File: src/rtl/ahb_sram_arb.sv
// Round-robin arbiter that shares one AHB-Lite SRAM slave between NREQ request/response clients.
// Issues one SINGLE NONSEQ transfer per grant, waits out slave wait states, then returns data or error.
module ahb_sram_arb #(
    parameter int NREQ        = 2,
    parameter int HADDR_WIDTH = 32,
    parameter int DATA_WIDTH  = 128,
    parameter int RD_WAIT     = 0
) (
    input  logic                          hclk,
    input  logic                          hreset,
    input  logic [NREQ-1:0]               req_valid,
    input  logic [NREQ-1:0]               req_write,
    input  logic [NREQ*HADDR_WIDTH-1:0]   req_addr,
    input  logic [NREQ*DATA_WIDTH-1:0]    req_wdata,
    input  logic [NREQ*DATA_WIDTH/8-1:0]  req_wstrb,
    output logic [NREQ-1:0]               req_ready,
    output logic [NREQ-1:0]               rsp_valid,
    output logic [DATA_WIDTH-1:0]         rsp_rdata,
    output logic                          rsp_err,
    output logic                          busy,
    output logic                          hsel,
    output logic [HADDR_WIDTH-1:0]        haddr,
    output logic [1:0]                    htrans,
    output logic                          hwrite,
    output logic [2:0]                    hsize,
    output logic [2:0]                    hburst,
    output logic [DATA_WIDTH-1:0]         hwdata,
    output logic [DATA_WIDTH/8-1:0]       hwstrb,
    output logic                          hready,
    input  logic [DATA_WIDTH-1:0]         hrdata,
    input  logic                          hreadyout,
    input  logic                          hresp
);

    localparam int         PTR_W     = (NREQ > 1) ? $clog2(NREQ) : 1;
    localparam int         STRB_W    = DATA_WIDTH / 8;
    localparam logic [2:0] FULL_SIZE = 3'($clog2(STRB_W));
    localparam logic [1:0] TR_IDLE   = 2'b00;
    localparam logic [1:0] TR_NONSEQ = 2'b10;

    typedef enum logic [2:0] {S_IDLE, S_ADDR, S_DATA, S_RWAIT, S_RESP} state_t;

    state_t           state;
    logic [PTR_W-1:0] rr_ptr;
    logic [PTR_W-1:0] gnt;
    logic [PTR_W-1:0] pick;
    logic [2:0]       cnt;

    // First set request bit at or above ptr, wrapping; lowest offset wins.
    function automatic logic [PTR_W-1:0] rr_pick(input logic [NREQ-1:0] v, input logic [PTR_W-1:0] ptr);
        rr_pick = ptr;
        for (int k = NREQ - 1; k >= 0; k--) begin
            int j;
            j = int'(ptr) + k;
            if (j >= NREQ) j -= NREQ;
            if (v[j]) rr_pick = PTR_W'(j);
        end
    endfunction

    assign pick = rr_pick(req_valid, rr_ptr);

    // The accept pulse is combinational so it lands in the grant cycle; held low during reset.
    assign req_ready = (state == S_IDLE && !hreset && |req_valid) ? (NREQ'(1) << pick) : '0;
    assign hready    = hreadyout;
    assign hburst    = 3'b000;

    // NOTE: all state and registered outputs use non-blocking assignments so every
    // branch sees pre-edge values; defaults at the top keep one-cycle pulses self-clearing.
    always_ff @(posedge hclk) begin
        if (hreset) begin
            state     <= S_IDLE;
            rr_ptr    <= '0;
            gnt       <= '0;
            cnt       <= '0;
            hsel      <= 1'b0;
            htrans    <= TR_IDLE;
            hwrite    <= 1'b0;
            hsize     <= 3'b000;
            haddr     <= '0;
            hwdata    <= '0;
            hwstrb    <= '0;
            rsp_valid <= '0;
            rsp_rdata <= '0;
            rsp_err   <= 1'b0;
            busy      <= 1'b0;
        end else begin
            rsp_valid <= '0;
            case (state)
                S_IDLE: begin
                    if (|req_valid) begin
                        gnt    <= pick;
                        haddr  <= req_addr[int'(pick)*HADDR_WIDTH +: HADDR_WIDTH];
                        hwrite <= req_write[pick];
                        hwdata <= req_wdata[int'(pick)*DATA_WIDTH +: DATA_WIDTH];
                        hwstrb <= req_wstrb[int'(pick)*STRB_W +: STRB_W];
                        rr_ptr <= (pick == PTR_W'(NREQ - 1)) ? '0 : pick + 1'b1;
                        hsel   <= 1'b1;
                        htrans <= TR_NONSEQ;
                        hsize  <= FULL_SIZE;
                        busy   <= 1'b1;
                        state  <= S_ADDR;
                    end
                end
                S_ADDR: begin
                    if (hreadyout) begin
                        hsel   <= 1'b0;
                        htrans <= TR_IDLE;
                        state  <= S_DATA;
                    end
                end
                S_DATA: begin
                    // hresp with hreadyout low is the first ERROR cycle; wait for the second.
                    if (hreadyout) begin
                        if (hresp) begin
                            rsp_err   <= 1'b1;
                            rsp_rdata <= '0;
                            rsp_valid <= NREQ'(1) << gnt;
                            state     <= S_RESP;
                        end else if (hwrite) begin
                            rsp_rdata <= '0;
                            rsp_valid <= NREQ'(1) << gnt;
                            state     <= S_RESP;
                        end else if (RD_WAIT == 0) begin
                            rsp_rdata <= hrdata;
                            rsp_valid <= NREQ'(1) << gnt;
                            state     <= S_RESP;
                        end else begin
                            cnt   <= 3'(RD_WAIT);
                            state <= S_RWAIT;
                        end
                    end
                end
                S_RWAIT: begin
                    if (cnt == 3'd1) begin
                        rsp_rdata <= hrdata;
                        rsp_valid <= NREQ'(1) << gnt;
                        state     <= S_RESP;
                    end else begin
                        cnt <= cnt - 3'd1;
                    end
                end
                S_RESP: begin
                    rsp_rdata <= '0;
                    rsp_err   <= 1'b0;
                    busy      <= 1'b0;
                    state     <= S_IDLE;
                end
                default: state <= S_IDLE;
            endcase
        end
    end

endmodule

File: config.mk
export PLATFORM = sky130hd
export DESIGN_NAME = ahb_sram_arb
export DESIGN_NICKNAME = d
export VERILOG_FILES = /design/src/rtl/ahb_sram_arb.sv
export SDC_FILE = /design/constraint.sdc
export NUM_CORES = 1
export LEC_CHECK = 0
export ABC_AREA = 1
export CAP_MARGIN = 10
export CORE_AREA = 2 2 313 315
export CTS_CLUSTER_SIZE = 24
export DETAILED_ROUTE_END_ITERATION = 10
export DIE_AREA = 0 0 315 317
export GPL_TIMING_DRIVEN = 0
export HOLD_SLACK_MARGIN = 0.1
export PLACE_DENSITY = 0.5
export SYNTH_ARGS = -nofsm -noshare
export SYNTH_HDL_FRONTEND = slang
export SYNTH_SLANG_ARGS = --single-unit
File: constraint.sdc
create_clock -name hclk -period 1.4 [get_ports hclk]
set_input_delay 0.14 -clock hclk [delete_from_list [all_inputs] [get_ports hclk]]
set_output_delay 0.14 -clock hclk [all_outputs]
set_load 0.01 [all_outputs]
## After elaboration in Yosys (flattened, before gate mapping)

Cells that the tools add are included.

- Logic and storage cells: 94
- Bits of input ports: 488
- Flip-flop bits (word level): 321

- Bitwise operators: 1
- Reduce and logical (&&, ||, !) cells: 16
- Equality and inequality tests: 10
- Add/subtract/negate cells: 5
- Muxes and demuxes: 37
- Order comparisons: 5
- Shift-type cells: 5

Operator list:

| cell | count |
|---|---|
| two-way mux 128 bit | 4 |
| case mux 128 bit (3 select lines) | 1 |
| indexed part select 256 x 9 -> 128 bit | 1 |
| < comparator 32 x 3 -> 1 bit, second input constant | 2 |
| two-way mux 32 bit | 2 |
| indexed part select 64 x 7 -> 32 bit | 1 |
| indexed part select 32 x 6 -> 16 bit | 1 |
| two-way mux 1 bit | 15 |
| two-way mux 3 bit | 4 |
| case mux 3 bit (4 select lines) | 1 |
| two-way mux 2 bit | 5 |
| AND reduction 3 bit | 3 |
| != test 2 bit, second input constant | 4 |
| case mux 2 bit (2 select lines) | 2 |
| == test 3 x 1 -> 1 bit, second input constant | 2 |
| == test 3 x 2 -> 1 bit, second input constant | 2 |
| case mux 1 bit (2 select lines) | 3 |
| AND reduction 2 bit | 3 |
| nonzero test 2 bit | 3 |
| AND reduction 4 bit | 1 |
| << shifter 1 x 1 -> 2 bit, first input constant | 2 |
| == test 3 bit, second input constant | 1 |
| zero test 3 bit | 1 |
| nonzero test 3 bit | 1 |
| other kinds (13) | 14 |

## Logic depth before layout (Yosys ltp)

- Word-level depth: 10
- Depth in mapped cells: 12
- Mapped depth without buffers: 10

## Worst setup path after synthesis

No wires, ideal clock.

- Path kind: reg-to-reg
- From: reg state[1]
- To: reg hwdata[20]
- Cell stages (with the launch flop): 12
- Period minus slack after synthesis: 1468 ps
- Required time: 1287 ps
- Arrival time: 1355 ps
- Path slack: -68 ps
- Path buffers: 3
- Path through: dfxtp_1 -> buf_4 -> nor2_4 -> nand2_2 -> nor2_1 -> inv_2 -> buf_2 -> buf_2 -> nand2_1 -> nand2_1 -> nand2_1 -> nand2_1

- Word-level cells in the longest chain between the ends: 2

Ends and longest elaborated chain:

| element | RTL line | text |
|---|---|---|
| from (decl) | 43 | `state_t state;` |
| from (signal assigned) | 71 | `state <= S_IDLE;` |
| from (signal assigned) | 101 | `state <= S_ADDR;` |
| from (signal assigned) | 108 | `state <= S_DATA;` |
| zero test 3 bit | 88 | `case (state)` |
| AND reduction 2 bit (no line) | n/a |  |
| to (signal assigned) | 94 | `hwdata <= req_wdata[int'(pick)*DATA_WIDTH +: DATA_WIDTH];` |
| to (decl) | 27 | `output logic [DATA_WIDTH-1:0] hwdata,` |

Every way passes these cells.
A chain may end at the register's enable or synchronous reset.

## Worst setup path after layout

- From: reg state[1]
- To: out req_ready[0]

- Word-level cells in the longest chain between the ends: 4

Ends and longest elaborated chain:

| element | RTL line | text |
|---|---|---|
| zero test 3 bit | 63 | `assign req_ready = (state == S_IDLE && !hreset && \|req_valid) ? (NREQ'(1) << pick) : '0;` |
| logical AND 1 bit (2 in series) | 63 |  |
| two-way mux 2 bit | 63 |  |
| to (decl) | 16 | `output logic [NREQ-1:0] req_ready,` |

Every way passes these cells.

==> impl_metrics.csv <==
group,metric,value,unit
run_status,status,"complete, but fails checks",
run_status,violations,"setup timing",
timing,setup_violations,618,
clock_network,clock_latency,0.59,ns
worst_hold_path,min_to,"state[2]$_SDFFE_PP0P_",
worst_setup_path,cp-start-kind,"flip-flop",
timing,finalCritPeriodShare,135.9,%
timing,period_minus_slack,1.902,ns
worst_setup_path,crit_required,1.26,ns
yosys,yosys.area.top_type,"dfxtp_1",
route,drc,0,
route,routed_wl,88760,um
worst_setup_path,crit_fanout,3,
route,drtAntennaViolNets,0,
yosys,synth_area_leaders,"dfxtp_1 (46%), nand3_1 (20%), nand2_1 (18%)",
timing,slew_violations,0,
worst_hold_path,holdPathStages,2,
timing,hold_ws,0.1174,ns
timing,finalClockSkew,0.02073,ns
clock_network,clk_pin_slew,0.06,ns
power_and_ir_drop,leakage,12.05,nW
clock_network,clock-root-buffer,"clkbuf_16",
cells_and_area,design_area,0.02886,mm^2
worst_setup_path,reg2reg_from,"state[1]$_SDFFE_PP0P_",
yosys,syn_inst,2044,
place,port_buffers,802,
route,drt-initial-drc-count,967,
worst_setup_path,arrival,1.76,ns
global_routing,grt_pass1_wl,122000,um
route,vias,17927,
cells_and_area,fillerInstances,10402,
timing,rsz0062_at_grt,"true",
cells_and_area,layout-drive-gt1-share,12.18,%
timing,tightest_slew,0.6324,ns
clock_network,ctsHtreeMaxLevel,2,
flow_run,cap_viol_max_count,0,
worst_setup_path,startpoint,"state[1]$_SDFFE_PP0P_",
floorplan,core-area,0.09628,mm^2
floorplan,ioPinCount,809,
timing,fmax,525.6,MHz
yosys,synth_cell_types,23,
clock_network,cts_tree,"done",
worst_setup_path,ff2ff_path_depth,14,
yosys,synth_top_area_share,46.29,%
place,gp_congestion,0.9103,
global_routing,overflow,0,
clock_network,numCtsBuffers,42,
global_routing,grt_usage,16.80,%
worst_setup_path,r2r_end,"rsp_rdata[22]$_SDFFE_PP0P_",
floorplan,die_y,317,um
route,routedWlPerCell,19.96,um
worst_setup_path,path_class,"reg2out",
power_and_ir_drop,max-vdd-ir-drop,778.3,uV
worst_hold_path,hold_path_class,"in2reg",
cells_and_area,fin_nets,3623,
global_routing,grt_max_degree,13,
worst_setup_path,end_kind,"output port",
cells_and_area,area_growth,109.2,%
route,drtPass1Iterations,5,
route,routed_via_density,4.031,
floorplan,rows,114,
place,dp_hpwl,67770,um
place,dpl_cell_area,0.02350,mm^2
worst_setup_path,rrSetupSlack,-0.49,ns
global_routing,grt_pass1_vias,17699,
clock_network,clock_path_buffers,3,
power_and_ir_drop,power_density,1741,mW/mm^2
yosys,ys.warnings.count,0,
yosys,avgSynthCellArea,6.749,um^2
cells_and_area,mostFrequentLayoutCells,"clkdlybuf4s50_1 (788), nand2_1 (623), nand3_1 (527)",
floorplan,floorplan.initialDensity,14.33,%
timing,timing.slew.headroom,57.84,%
cells_and_area,layout_commonest_cell,"clkdlybuf4s50_1",
floorplan,die_area,0.09986,mm^2
power_and_ir_drop,total_power,50.24,mW
timing,setup_slack,-0.5025,ns
clock_network,cts.sinks,319,
yosys,synth_seq_cells,319,
yosys,syn_area,0.01379,mm^2
timing,hold_violations,0,
worst_hold_path,hold_start,"hreset",
global_routing,grt_antenna_before_repair,16,
yosys,ys_seq_area_share,46.29,%
floorplan,die_w,315,um
-- Yosys cell counts (all sizes together) --
master and instances:
nand3 542, nor4 1, a21oi 6, inv 67, nand4 1, ha 2, o21ai 7, nor3 2
dfxtp 319, buf 125, nand2 651, clkbuf 46, nor2 272, conb 1, or2 2
-- area by class of cell --
type                            instances  area [um^2]  area share, %
Multi-Input combinational cell       1492         6565          22.75
Clock inverter                         11        161.4         0.5593
Tap cell                             1276         1597          5.532
Clock buffer                           61         1276          4.422
Buffer                                168         1730          5.996
Sequential cell                       319         6411          22.22
Inverter                               67        267.8         0.9279
Antenna cell                           10        25.02        0.08672
Timing Repair Buffer                 1043        10820          37.51
-- worst max-delay path by stage --
stage | to | cells past startpoint | slack, ns
6_report | req_ready[0] | 8 | -0.50
2_1_floorplan | rsp_rdata[22]$_SDFFE_PP0P_ | 8 | -0.05
5_1_grt | req_ready[0] | 8 | -0.63
3_5_place_dp | hwdata[52]$_SDFFE_PP0P_ | 7 | -2.15
3_3_place_gp | hwdata[52]$_SDFFE_PP0P_ | 7 | -2.13
4_1_cts | req_ready[1] | 8 | -0.62
-- where the power goes --
part	total [mW]	switching, mW	internal (mW)
Sequential	13.6	1.68	11.9
Combinational	25.1	12.0	13.1
Clock	11.6	4.54	7.02
Total	50.2	18.2	32.0
-- critical path, stage by stage (launching register included) --
cell	delay, ns
dfxtp_4	0.35
nor2_4	0.13
nand2_4	0.08
inv_4	0.08
nand2_8	0.07
nor2_4	0.13
buf_12	0.13
buf_12	0.09
buf_6	0.09
-- stage by stage --
| stage | cells | setup TNS (ns) | worst slack, ns | utilization, % |
|---|---|---|---|---|
| 6_report | 4447 | -172.23 | -0.5025 | 29.97 |
| 4_1_cts | 4417 | -190.19 | -0.6243 | 29.39 |
| 3_5_place_dp | 4127 | -445.30 | -2.152 | 24.41 |
| 5_1_grt | 4444 | -225.15 | -0.6260 | 29.96 |
| 3_3_place_gp | 4127 | -500.58 | -2.134 | 24.41 |
| 2_1_floorplan | 2049 | -0.8565 | -0.04652 | - |
-- registers in the layout, summed over array words and instances, names as in the netlist, 2 cells and up --
| signal | count |
|---|---|
| cnt | 3 |
| haddr | 32 |
| hwdata | 128 |
| hwstrb | 16 |
| rsp_rdata | 128 |
| rsp_valid | 2 |
| state | 3 |
-- logic make-up (layout without fill, tap and decap cells) --
family          Yosys count  in the layout  share of synthesized area, %
other cells               1             16                       0.02718
fa+ha+maj                 2              2                        0.1814
flops                   319            319                         46.29
buf+inv                 238           1350                         7.737
simple gates           1471           1471                         45.26
compound gates           13             13                        0.4988
-- layer usage --
layer  part of all wire [%]  up-vias  wire length (um)  track usage, %
li1                       -     8754                 -               -
met1                     40     8393             35680           19.57
met2                     49      659             43690           29.73
met3                    7.5      115              6699           4.552
met4                    3.0        6              2651           5.335
met5                  0.044        -                39               0
-- what timing repair did --
action / in CTS / in global routing
endpoints found under the hold margin: 103 / 0
setup endpoints to repair: 634 / 621
gates resized for setup: 374 / 107
hold buffers: 150 / 0
pin swaps: 43 / 13
buffers inserted: 55 / 17
gates cloned: 14 / 7
No activity file was read; power rests on OpenSTA's default activity.
